===== src/rtl/blinky_pkg.sv =====
// Shared constants and types for the blinky LED example.
// The scan-mode constants are only used when BLINKY_SCAN_EN is defined.
package blinky_pkg;

   localparam int unsigned LED_W = 8;

   typedef enum logic {SCAN_UP, SCAN_DOWN} scan_dir_t;

   localparam logic [LED_W-1:0] LEDS_RST_COUNT = 8'h00;
   localparam logic [LED_W-1:0] LEDS_RST_SCAN  = 8'h01;

   // A divide-by-1 prescaler still needs a 1-bit counter to stay legal.
   function automatic int unsigned div_cnt_width(int unsigned clk_div);
      return (clk_div > 1) ? $clog2(clk_div) : 1;
   endfunction

endpackage


===== src/rtl/blinky_tick_gen.sv =====
// Prescaler: counts 0..CLK_DIV-1 and raises a combinational tick on the last count.
module blinky_tick_gen
   import blinky_pkg::*;
#(
   parameter int unsigned CLK_DIV = 4
) (
   input  logic clk,
   input  logic rst_n,
   output logic tick
);

   localparam int unsigned CNT_W = div_cnt_width(CLK_DIV);
   localparam logic [CNT_W-1:0] CNT_MAX = CNT_W'(CLK_DIV - 1);

   logic [CNT_W-1:0] div_cnt_q;
   logic [CNT_W-1:0] div_cnt_d;

   // With CLK_DIV=1 the counter sits at 0, so tick is permanently high.
   assign tick = (div_cnt_q == CNT_MAX);

   always_comb begin
      div_cnt_d = div_cnt_q + 1'b1;
      if (tick) begin
         div_cnt_d = '0;
      end
   end

   always_ff @(posedge clk or negedge rst_n) begin
      if (!rst_n) begin
         div_cnt_q <= '0;
      end else begin
         div_cnt_q <= div_cnt_d;
      end
   end

endmodule


===== src/rtl/blinky_soc_top.sv =====
// LED blinker top: binary count per tick, or a bouncing one-hot scan when
// BLINKY_SCAN_EN is defined.
module blinky_soc_top
   import blinky_pkg::*;
#(
   parameter int unsigned CLK_DIV = 4
) (
   input  logic             clk,
   input  logic             rst_n,
   output logic [LED_W-1:0] leds
);

   logic             tick;
   logic [LED_W-1:0] leds_q;
   logic [LED_W-1:0] leds_d;

   blinky_tick_gen #(
      .CLK_DIV (CLK_DIV)
   ) u_tick_gen (
      .clk   (clk),
      .rst_n (rst_n),
      .tick  (tick)
   );

`ifdef BLINKY_SCAN_EN
   scan_dir_t dir_q;
   scan_dir_t dir_d;

   // Direction flips on the same edge the end LED lights, so ends are not repeated.
   always_comb begin
      leds_d = leds_q;
      dir_d  = dir_q;
      if (tick) begin
         unique case (dir_q)
            SCAN_UP: begin
               leds_d = leds_q << 1;
               if (leds_d == 8'h80) begin
                  dir_d = SCAN_DOWN;
               end
            end
            SCAN_DOWN: begin
               leds_d = leds_q >> 1;
               if (leds_d == 8'h01) begin
                  dir_d = SCAN_UP;
               end
            end
         endcase
      end
   end

   always_ff @(posedge clk or negedge rst_n) begin
      if (!rst_n) begin
         leds_q <= LEDS_RST_SCAN;
         dir_q  <= SCAN_UP;
      end else begin
         leds_q <= leds_d;
         dir_q  <= dir_d;
      end
   end
`else
   always_comb begin
      leds_d = leds_q;
      if (tick) begin
         leds_d = leds_q + 1'b1;
      end
   end

   always_ff @(posedge clk or negedge rst_n) begin
      if (!rst_n) begin
         leds_q <= LEDS_RST_COUNT;
      end else begin
         leds_q <= leds_d;
      end
   end
`endif

   assign leds = leds_q;

endmodule


===== config.mk =====
export PLATFORM = sky130hd
export DESIGN_NAME = blinky_soc_top
export DESIGN_NICKNAME = d
export VERILOG_FILES = /design/src/rtl/blinky_pkg.sv /design/src/rtl/blinky_tick_gen.sv /design/src/rtl/blinky_soc_top.sv
export SDC_FILE = /design/constraint.sdc
export NUM_CORES = 1
export LEC_CHECK = 0
export CAP_MARGIN = 20
export CORE_MARGIN = 4
export CORE_UTILIZATION = 24
export DETAILED_ROUTE_END_ITERATION = 12
export SETUP_SLACK_MARGIN = 0.15
export SKIP_LAST_GASP = 1
export SYNTH_ARGS = -nofsm -noshare
export SYNTH_HDL_FRONTEND = slang
export SYNTH_SLANG_ARGS = --single-unit

===== constraint.sdc =====
create_clock -name clk -period 2.55 [get_ports clk]
set_input_delay 0.51 -clock clk [delete_from_list [all_inputs] [get_ports clk]]
set_output_delay 0.51 -clock clk [all_outputs]
set_load 0.01 [all_outputs]

Yosys cells after proc, flatten, opt, wreduce, memory -nomap -nowiden
Index checks and enable logic that the tools add are counted.
{"block": "op_classes", "add_sub_neg": 2, "n_mul": 0, "n_div": 0, "magnitude_cmp": 0, "eq_ne": 1, "shift": 0, "n_mux": 1, "n_bitwise": 0, "n_reduce_logical": 0}
{"cell": "adder 8 x 1 -> 8 bit, second input constant", "count": 1}
{"cell": "adder 2 x 1 -> 2 bit, second input constant", "count": 1}
{"cell": "equality test 2 bit, second input constant", "count": 1}
{"cell": "2-to-1 mux 2 bit", "count": 1}
{"block": "word_totals", "register_bits": 10, "latch_bits": 0, "ramBits": 0, "romBits": 0, "elab_cells": 6, "memories": 0}

Depth between registers and ports, before layout
Gate-level depths: netlist of the first run.
{"block": "depth", "ltp_word": 2, "mapped_depth": 5, "ltp_nobuf": 4}

By module
Synthesis of the first run repeated with hierarchy kept, for this count alone.
{"block": "hier_totals", "cells_unflattened": 30, "area_unflattened_um2": 404.1}
{"mod": "blinky_soc_top", "n_inst": 1, "cells_each": 26, "area_each_um2": 337.8, "seq_area_each_um2": 200.2}
{"mod": "blinky_tick_gen", "n_inst": 1, "cells_each": 4, "area_each_um2": 66.3, "seq_area_each_um2": 50.0}

Least setup slack after synthesis of the first run
No wires, ideal clock.
{"block": "synth_timing", "path_type": "reg2reg", "startpoint": "register leds_q[0] (netlist: leds[0])", "endpoint": "register leds_q[1] (netlist: leds[1])", "setup_time_ps": 127, "t_arrival_ps": 1019, "required_ps": 2423, "slack_ps": 1404, "path_stages_with_launch": 3, "cell_sequence": "dfrtp_1 -> ha_1 -> mux2_1"}
{"block": "synth_between", "elab_chain_len": 1}
{"item": "start, declared", "line_no": "blinky_soc_top.sv:14", "source": "logic [LED_W-1:0] leds_q;"}
{"item": "start signal, assigned", "line_no": "blinky_soc_top.sv:72", "source": "leds_q <= leds_d;"}
{"item": "adder 8 x 1 -> 8 bit", "line_no": "blinky_soc_top.sv:64", "source": "leds_d = leds_q + 1'b1;"}
Every way passes these cells.
A chain may end at the register's enable or synchronous reset.

Worst setup path after layout of the first run
{"block": "layout_timing", "startpoint": "register leds_q[2] (netlist: leds[2])", "endpoint": "output port leds[2]"}
{"item": "end, declared", "line_no": "blinky_soc_top.sv:10", "source": "output logic [LED_W-1:0] leds"}
No word-level cell between the ends.

==> results.md, run 1 <==
* Sw frac at a little under a fifth
* Setup Skew at between 0.003 and 0.004 ns
* Pwr per Cell Area at 548 nW/µm²
* Via density at 4.41
* CTS tree: yes
* Fill count at 159
* Nets at 48
* Post-placement cell count at 55
* Die span in x at 49.4 µm
* Final Cycle Share at 70.0%
* Hold path start: u_tick_gen.div_cnt_q[0]$_DFF_PN0_
* Die area at 2440 µm²
* Pint at 0.246 mW
* Max Cap Viol at 0
* Avg Inst Size Synth at 13.3 µm²
* Post CTS Setup Buffer Count at 0
* PnR worst setup slack at 0.764 ns
* Comb power frac at 1.4%
* Seq pwr share at between 50% and 60%
* CP delay by family, top: buffers and inverters
* Cell variety after synth at 11
* Post-synthesis sequential area ratio at about three fifths
* Critical path, cell by cell: clkdlybuf4s50_1
* Port-buffer cells at 9
* Core area at roughly 1600 µm²
* Clock slew at reported path FFs at 0.07 ns
* Crit path buffers/inverters at 1
* Hold buffers post-CTS at 0
* Via count at 260
* Post-Synthesis Cells at 31
* Setup TNS at 0 ns
* Max Slew Vio Count at 0
* Placement Setup Slack at 1.04 ns
* Worst Setup SP: leds[2]$_DFFE_PN0N_
* Final ANT Viol Nets at 0
* Die H at 49.4 µm
* Worst skew pair latency at 0.26 ns
* Clock group share of total power at 46.0%
* Worst-Margin Slew at ~0.45 ns
* WP data arrival at ~1.3 ns
* Sw Pwr at 0.0553 mW
* Critical path class: reg2out
* Number of global-route vias before repair at 240
* Max VDD drop at 0.357 mV
* Clock buffer count from CTS at 3
* Row cnt at 14
* Sequential cell area at ~250 µm²
* Required @ worst endpoint at between 2 and 2.5 ns
* Placer Congestion at 0.672
* Reg2reg start: u_tick_gen.div_cnt_q[0]$_DFF_PN0_
* Clock sinks at 10
* CP Capture Type: primary output
* Maximum operating frequency at roughly 0.56 GHz
* DR iter-0 viols at 0
* First-pass GRT wire length at around 1.2 mm
* DR pass1 iterations at 1
* Net count after synthesis at 35
* Htree depth at 1
* Clk root buf: clkbuf_4
* Non-Filler Instances at 59
* Synth Warn # at 0
* Synth Cell Area at 412 µm²
* Final setup violation count at 0
* Synthesized flop and latch total at 10
* Share of cells above drive strength 1 at 14.0%
* Most frequent cells in the layout: 10 x dfrtp_1, 9 x clkdlybuf4s50_1, 4 x xor2_1
* Max incr delay on CP at approximately 0.57 ns
* Area of the multi-input gates at ~150 µm²
* Status: finished, final reports clean
* Leakage at 0.266 nW
* Final WL at between 600 and 700 µm
* Period minus WS final at about 1.8 ns
* Worst rel slew slack at 69.9%
* Drt drc at 0
* Post-CTS sizing at 0
* Final Hold Vio Count at 0
* Top Ports at 10
* Worst Path Max Fanout at 5
* Syn-to-layout area delta at 33.7%
* Initial antenna violation count at 0
* Starting Density at roughly a quarter
* DR WL/cell at 11.2 µm
* Largest net degree at the start of global routing at 11
* RSZ-0062 raised after global routing: no
* ANT cells at 0
* CTS max path bufs at 2
* Crit-path slowest cell: clkdlybuf4s50_1
* GRT overflow at 0
* CP startpoint kind: flip-flop
* Gr usage total at 6.58%
* Min-Delay Path Class: reg2reg
* Most common library cell in the layout ignoring fill and taps: dfrtp_1
==> flip-flops by register name (all words and copies together) (netlist names) <==
| signal | flops |
|---|---|
| leds | 8 |
| u_tick_gen.div_cnt_q | 2 |
==> cell usage after synthesis <==
master | instances | area share (%)
nand4_1 | 3 | 4.6
nand2_1 | 2 | 1.8
nor2_2 | 1 | 1.5
xnor2_1 | 3 | 6.4
xor2_1 | 4 | 8.5
nand4_2 | 1 | 3.0
nor2_1 | 3 | 2.7
buf_4 | 1 | 1.8
ha_1 | 2 | 6.1
mux2_1 | 1 | 2.7
dfrtp_1 | 10 | 61
==> path summary, 6_finish.rpt <==
check	endpoint	slack [ns]	cells after the start
hold / removal	u_tick_gen.div_cnt_q[0]$_DFF_PN0_	0.43	1
hold reg to reg	u_tick_gen.div_cnt_q[0]$_DFF_PN0_	0.43	1
min in group asynchronous	leds[0]$_DFFE_PN0N_	0.56	1
setup / recovery	leds[2]	0.76	1
max in group asynchronous	leds[5]$_DFFE_PN0N_	1.68	1
setup reg to reg	leds[5]$_DFFE_PN0N_	1.37	4
==> per-stage QoR <==
stage	utilization [%]	cell area (µm²)	total power, mW	hold WS (ns)
global route	35.3	551	0.316	0.449
detailed placement	33.0	514	0.166	0.420
CTS	35.3	551	0.309	0.431
floorplan	-	412	0.162	0.214
global placement	33.0	514	0.166	0.414
finish	35.3	551	0.302	0.429
==> final cells by class <==
type,count,share of cell area (%)
multi-input cells,20,28.0
well taps,16,3.64
flip-flops and latches,10,45.5
clock buffers,4,6.59
repair buffers,9,16.4
==> power by group through the flow <==
stage | Sequential [mW] | Combinational [mW] | Clock (mW)
2_1_floorplan | 0.162 | 0.0000000923 | 0
6_report | 0.159 | 0.00430 | 0.139
4_1_cts | 0.158 | 0.00469 | 0.146
3_5_place_dp | 0.162 | 0.00466 | 0
5_1_grt | 0.158 | 0.00509 | 0.153
3_3_place_gp | 0.162 | 0.00460 | 0
==> metal layers <==
| metal | track usage, % | up-vias | part of all wire [%] |
|---|---|---|---|
| li1 | - | 129 | - |
| met1 | 7.89 | 123 | 46 |
| met2 | 8.93 | 6 | 48 |
| met3 | 3.67 | 2 | 2.6 |
| met4 | 4.15 | 0 | 3.3 |
| met5 | 0 | - | 0 |
==> cells by family after synthesis <==
group / count (synthesis) / synth area share, %
flip-flops: 10 / 60.8
AND/OR/NAND/NOR: 10 / 13.7
buffers and inverters: 1 / 1.82
adder cells (fa/ha/maj): 2 / 6.08
multiplexers: 1 / 2.74
XOR/XNOR: 7 / 14.9
Power figures use the tool's default switching activity.
==> run 2, diff against run 1 <==
- clock period: 2.55 -> 1.85 ns (I/O delays scaled with it)
==> run 2 against run 1 <==
Effect of this change:
- global-route usage grew 0.32 points
- total power rose by 39%
- register-to-register slack lost 0.70 ns
- worst hold slack lost 0.011 ns
- critical endpoint is now leds[3]
- flip-flop and latch count unchanged
- core utilization is 0.16 points higher
- die area stayed put
- cell count did not move
- critical path depth stayed put
==> results.md, run 2 (synthesis gave the netlist of run 1 again) <==
* CP delay by family, top: buffers and inverters
* Starting Density at 26.4% (unchanged)
* Max VDD drop at 0.350 mV (-1.9%)
* Crit path buffers/inverters at 1 (unchanged)
* Critical path, cell by cell: clkdlybuf4s50_1
* Clk root buf: clkbuf_4
* Flip-flop count of the largest register after layout at 8 (unchanged)
* Row cnt at 14 (unchanged)
* Setup Skew at 0.00391 ns (+0.000590 ns)
* Non-Filler Instances at 59 (unchanged)
* Worst rel slew slack at 69.4% (-0.51 points)
* Worst skew pair latency at 0.27 ns (about the same)
* Hold buffers post-CTS at 0 (unchanged)
* CP startpoint kind: flip-flop
* Syn-to-layout area delta at 34.3%
* DR WL/cell at 11.8 µm (+5.4%)
* Fill count at 160 (+0.63%)
* Number of cells on the critical path at 1 (unchanged)
* Most common library cell in the layout ignoring fill and taps: clkdlybuf4s50_1
* Leakage at 0.264 nW (-0.75%)
* Most frequent cells in the layout: 9 x clkdlybuf4s50_1, 8 x dfrtp_1, 4 x xor2_1
* Initial antenna violation count at 0 (unchanged)
* First-pass GRT wire length at 1.17 mm (+0.60%)
* Number of global-route vias before repair at 239 (-0.42%)
* Port-buffer cells at 9 (unchanged)
* DR pass1 iterations at 2 (+1)
* CTS max path bufs at 2 (unchanged)
* Setup TNS at 0 ns (unchanged)
* Met3 routed WL at 31 µm (+82%)
* WP data arrival at 1.26 ns (-0.02 ns)
* Final Hold Vio Count at 0 (unchanged)
* Critical path class: reg2out
* CTS tree: yes
* Clock sinks at 10 (unchanged)
* Max Slew Vio Count at 0 (unchanged)
* Core area at 1560 µm² (unchanged)
* CP Capture Type: primary output
* Worst reg2reg path depth at 4 (unchanged)
* Reg2reg start: u_tick_gen.div_cnt_q[0]$_DFF_PN0_
* Max incr delay on CP at 0.57 ns (about the same)
* Post-Route M1 WL at 294 µm (-3.3%)
* Final Cycle Share at between 80% and 90%
* Status: finished, final reports clean
* Min-Delay Path Class: in2async
* Worst Setup SP: leds[3]$_DFFE_PN0N_
* Final ANT Viol Nets at 0 (unchanged)
* Post-CTS sizing at 0 (unchanged)
* ANT cells at 0 (unchanged)
* Die area at 2440 µm² (unchanged)
* Worst R2R End: leds[5]$_DFFE_PN0N_
* Die H at 49.4 µm (unchanged)
* Maximum operating frequency at 0.614 GHz
* Clock slew at reported path FFs at 0.07 ns (about the same)
* Nets at 48 (unchanged)
* Max Cap Viol at 0 (unchanged)
* Required @ worst endpoint at 1.48 ns (-0.56 ns)
* GRT overflow at 0 (unchanged)
* Period minus WS final at roughly 1.6 ns
* Clock buffer count from CTS at 3 (unchanged)
* Gr usage total at 6.90% (+0.32 points)
* Placer Congestion at 0.669 (-0.45%)
* Worst Path Max Fanout at 5 (unchanged)
* Final WL at 697 µm (+5.4%)
* Via density at 4.39 (-0.38%)
* RSZ-0062 raised after global routing: no
* Post CTS Setup Buffer Count at 0 (unchanged)
* Share of cells above drive strength 1 at 18.6% (+4.7 points)
* Area of the multi-input gates at 154 µm² (unchanged)
* R2R Setup Slk at 0.67 ns (-0.70 ns)
* Htree depth at 1 (unchanged)
* Routed met2 length at 343 µm (+8.9%)
* Worst-Margin Slew at 0.457 ns (+0.00764 ns)
* Crit-path slowest cell: clkdlybuf4s50_1
* DR top layer: met4
* Pwr per Cell Area at 760 nW/µm² (+39%)
* Final setup violation count at 0 (unchanged)
* Die span in x at 49.4 µm (unchanged)
* Drt drc at 0 (unchanged)
* Sequential cell area at 253 µm² (+1.0%)
* Post-placement cell count at 55 (unchanged)
* DR iter-0 viols at 6 (+6)
* Largest net degree at the start of global routing at 11 (unchanged)
* Top Ports at 10 (unchanged)
* Via count at 259 (-0.38%)
run 2: metrics by stage:
step	power [mW]	utilization [%]	setup slack, ns	cell area (µm²)	hold slack [ns]
floorplan	0.223	-	0.704	412	0.0744
global placement	0.229	33.0	0.485	514	0.414
detailed placement	0.229	33.0	0.482	514	0.420
CTS	0.429	35.3	0.187	551	0.430
global route	0.439	35.5	0.160	553	0.444
finish	0.420	35.5	0.221	553	0.418
run 2: routing by layer:
layer  vias to the layer above  track usage [%]
li1                        126                -
met1                       124             7.71
met2                         7             8.93
met3                         2             3.67
met4                         0             6.91
met5                         -                0
run 2: layout make-up:
class | instances | share of cell area, %
Sequential cell | 10 | 45.7
Timing Repair Buffer | 9 | 16.3
Multi-Input combinational cell | 20 | 27.8
Clock buffer | 4 | 6.56
Tap cell | 16 | 3.62
run 2: worst max path at each step:
stage	to	slack [ns]
global route	leds[3]	0.16
global placement	leds[2]	0.48
CTS	leds[2]	0.19
finish	leds[3]	0.22
floorplan	leds[1]$_DFFE_PN0N_	0.70
detailed placement	leds[2]	0.48
run 2: power breakdown:
part / total [mW] / internal, mW / switching, mW
logic: 0.00600 / 0.00186 / 0.00414
clock network: 0.196 / 0.120 / 0.0762
registers: 0.218 / 0.218 / 0
==> run 3, diff against run 2 <==
- CORE_AREA: unset -> 2 2 39 41
- CORE_MARGIN: 4 -> unset
- CORE_UTILIZATION: 24 -> unset
- DIE_AREA: unset -> 0 0 41 43
==> run 3 against run 2 <==
Effect of this change:
- worst hold slack better by 0.013 ns
- core utilization is 4.5 points higher
- clock power is 3% lower
- flip-flop and latch count stayed put
- first-iteration DRC count is 83% lower
- largest cell class unchanged
- highest routed layer is now met3
==> results.md, run 3 (synthesis gave the netlist of run 1 again) <==
* Status: finished, final reports clean
* Top Ports at 10 (unchanged)
* Final Cycle Share at 87.6% (-0.51 points)
* Nets at 48 (unchanged)
* DP HPWL at between 400 and 500 µm
* Sw frac at 18.3% (-0.78 points)
* Flip-flop count of the largest register after layout at 8 (unchanged)
* CP delay by family, top: buffers and inverters
* Post-placement cell count at 55 (unchanged)
* ANT cells at 0 (unchanged)
* Die span in x at 41 µm (-17%)
* DR WL/cell at 11.8 µm (-0.43%)
* RSZ-0062 raised after global routing: no
* Number of global-route vias before repair at 255 (+6.7%)
* DR pass1 iterations at 4 (+2)
* Max incr delay on CP at 0.57 ns (about the same)
* Worst rel slew slack at 68.6% (-0.83 points)
* Pint at 0.340 mW (about the same)
* CTS max path bufs at 2 (unchanged)
* Max Cap Viol at 0 (unchanged)
* Comb power frac at 1.5% (about the same)
* Crit path buffers/inverters at 1 (unchanged)
* Number of cells on the critical path at 1 (unchanged)
* R2R Setup Slk at 0.65 ns (-0.02 ns)
* Final ANT Viol Nets at 0 (unchanged)
* Worst-Margin Slew at 0.470 ns (+0.0124 ns)
* First-pass GRT wire length at 1.12 mm (-4.2%)
* Placer Congestion at 0.682 (+1.9%)
* Most frequent cells in the layout: 9 x clkdlybuf4s50_1, 8 x dfrtp_1, 4 x xor2_1
* Clock group share of total power at 46.0% (-0.6 points)
* Reg2reg start: u_tick_gen.div_cnt_q[0]$_DFF_PN0_
* Crit path capture: leds[2]
* Gr usage total at 9.80% (+2.9 points)
* Die H at 43 µm (-13%)
* Share of cells above drive strength 1 at 18.6% (unchanged)
* Leakage at 0.264 nW (unchanged)
* Crit-path slowest cell: clkdlybuf4s50_1
* Starting Density at 29.7% (+3.3 points)
* Clk root buf: clkbuf_4
* Clock buffer count from CTS at 3 (unchanged)
* Required @ worst endpoint at 1.48 ns (about the same)
* Critical path, cell by cell: clkdlybuf4s50_1
* Die area at 1760 µm² (-28%)
* DR iter-0 viols at 1 (-5)
* Via count at 271 (+4.6%)
* Worst Setup SP: leds[2]$_DFFE_PN0N_
* WP data arrival at 1.25 ns (about the same)
* Worst reg2reg path depth at 4 (unchanged)
* Worst R2R End: leds[5]$_DFFE_PN0N_
* Final setup violation count at 0 (unchanged)
* Worst Path Max Fanout at 5 (unchanged)
* Placement Setup Slack at 0.493 ns (+0.0109 ns)
* Drt drc at 0 (unchanged)
* Port-buffer cells at 9 (unchanged)
* Largest net degree at the start of global routing at 11 (unchanged)
* Setup Skew at 0.00400 ns (+0.0000908 ns)
* Htree depth at 1 (unchanged)
* Most common library cell in the layout ignoring fill and taps: clkdlybuf4s50_1
* Seq pwr share at 52.5% (+0.5 points)
* Worst skew pair latency at 0.26 ns (about the same)
* Max VDD drop at 0.313 mV (-10%)
* GRT overflow at 0 (unchanged)
* Via density at 4.59 (+4.6%)
* Row cnt at 14 (unchanged)
* CTS tree: yes
* Period minus WS final at 1.62 ns (-0.00945 ns)
* Clock sinks at 10 (unchanged)
* Max Slew Vio Count at 0 (unchanged)
* Min-Delay Path Class: in2async
* Setup TNS at 0 ns (unchanged)
* Initial antenna violation count at 0 (unchanged)
* Syn-to-layout area delta at 34.3% (unchanged)
* Clock slew at reported path FFs at 0.07 ns (about the same)
* Maximum operating frequency at 0.617 GHz (+0.58%)
* Non-Filler Instances at 59 (unchanged)
* Pwr per Cell Area at 752 nW/µm² (-1.0%)
* Final Hold Vio Count at 0 (unchanged)
* Hold buffers post-CTS at 0 (unchanged)
* Critical path class: reg2out
* CP startpoint kind: flip-flop
* Core area at 1380 µm² (-11%)
* PnR worst setup slack at 0.230 ns (+0.00945 ns)
* Sw Pwr at 0.0763 mW (-5.0%)
* Final WL at 694 µm (-0.43%)
* CP Capture Type: primary output
## run 3: power by group through the flow
stage | clock, mW | sequential [mW] | combinational, mW
6_report | 0.191 | 0.219 | 0.00611
5_1_grt | 0.213 | 0.218 | 0.00707
4_1_cts | 0.199 | 0.218 | 0.00639
3_5_place_dp | 0 | 0.223 | 0.00632
3_3_place_gp | 0 | 0.223 | 0.00606
2_1_floorplan | 0 | 0.223 | 0.0000000923
## run 3: stage by stage
step	util [%]	total power [mW]	hold WS, ns	instance area [µm²]
after global placement	37.2	0.229	0.414	514
after detailed placement	37.2	0.229	0.424	514
final	40.0	0.416	0.431	553
after global routing	40.0	0.438	0.450	553
after floorplan	-	0.223	0.0744	412
after CTS	39.8	0.424	0.434	551
## run 3: worst min path at each step
stage | startpoint | to | slack (ns)
6_report | rst_n | u_tick_gen.div_cnt_q[0]$_DFF_PN0_ | 0.43
5_1_grt | rst_n | leds[5]$_DFFE_PN0N_ | 0.45
4_1_cts | rst_n | leds[5]$_DFFE_PN0N_ | 0.43
3_5_place_dp | u_tick_gen.div_cnt_q[0]$_DFF_PN0_ | u_tick_gen.div_cnt_q[0]$_DFF_PN0_ | 0.42
3_3_place_gp | u_tick_gen.div_cnt_q[0]$_DFF_PN0_ | u_tick_gen.div_cnt_q[0]$_DFF_PN0_ | 0.41
2_1_floorplan | rst_n | leds[0]$_DFFE_PN0N_ | 0.07
## run 3: repair_timing
action | in CTS | in global routing
resized for setup | 0 | 2
setup endpoints to repair | 0 | 2
buffers inserted | 0 | 0
## run 3: layout make-up
type | count | area, µm²
Clock buffer | 4 | 36.3
Fill cell | 134 | 831
Multi-Input combinational cell | 20 | 154
Sequential cell | 10 | 253
Tap cell | 16 | 20.0
Timing Repair Buffer | 9 | 90.1
## run 3: layer usage
layer	share of wire [%]	vias to the layer above	track usage [%]
met5	0	-	0
met4	0	0	4.00
met3	8.8	0	4.71
met2	44	9	12.8
met1	47	134	13.6
li1	-	128	-
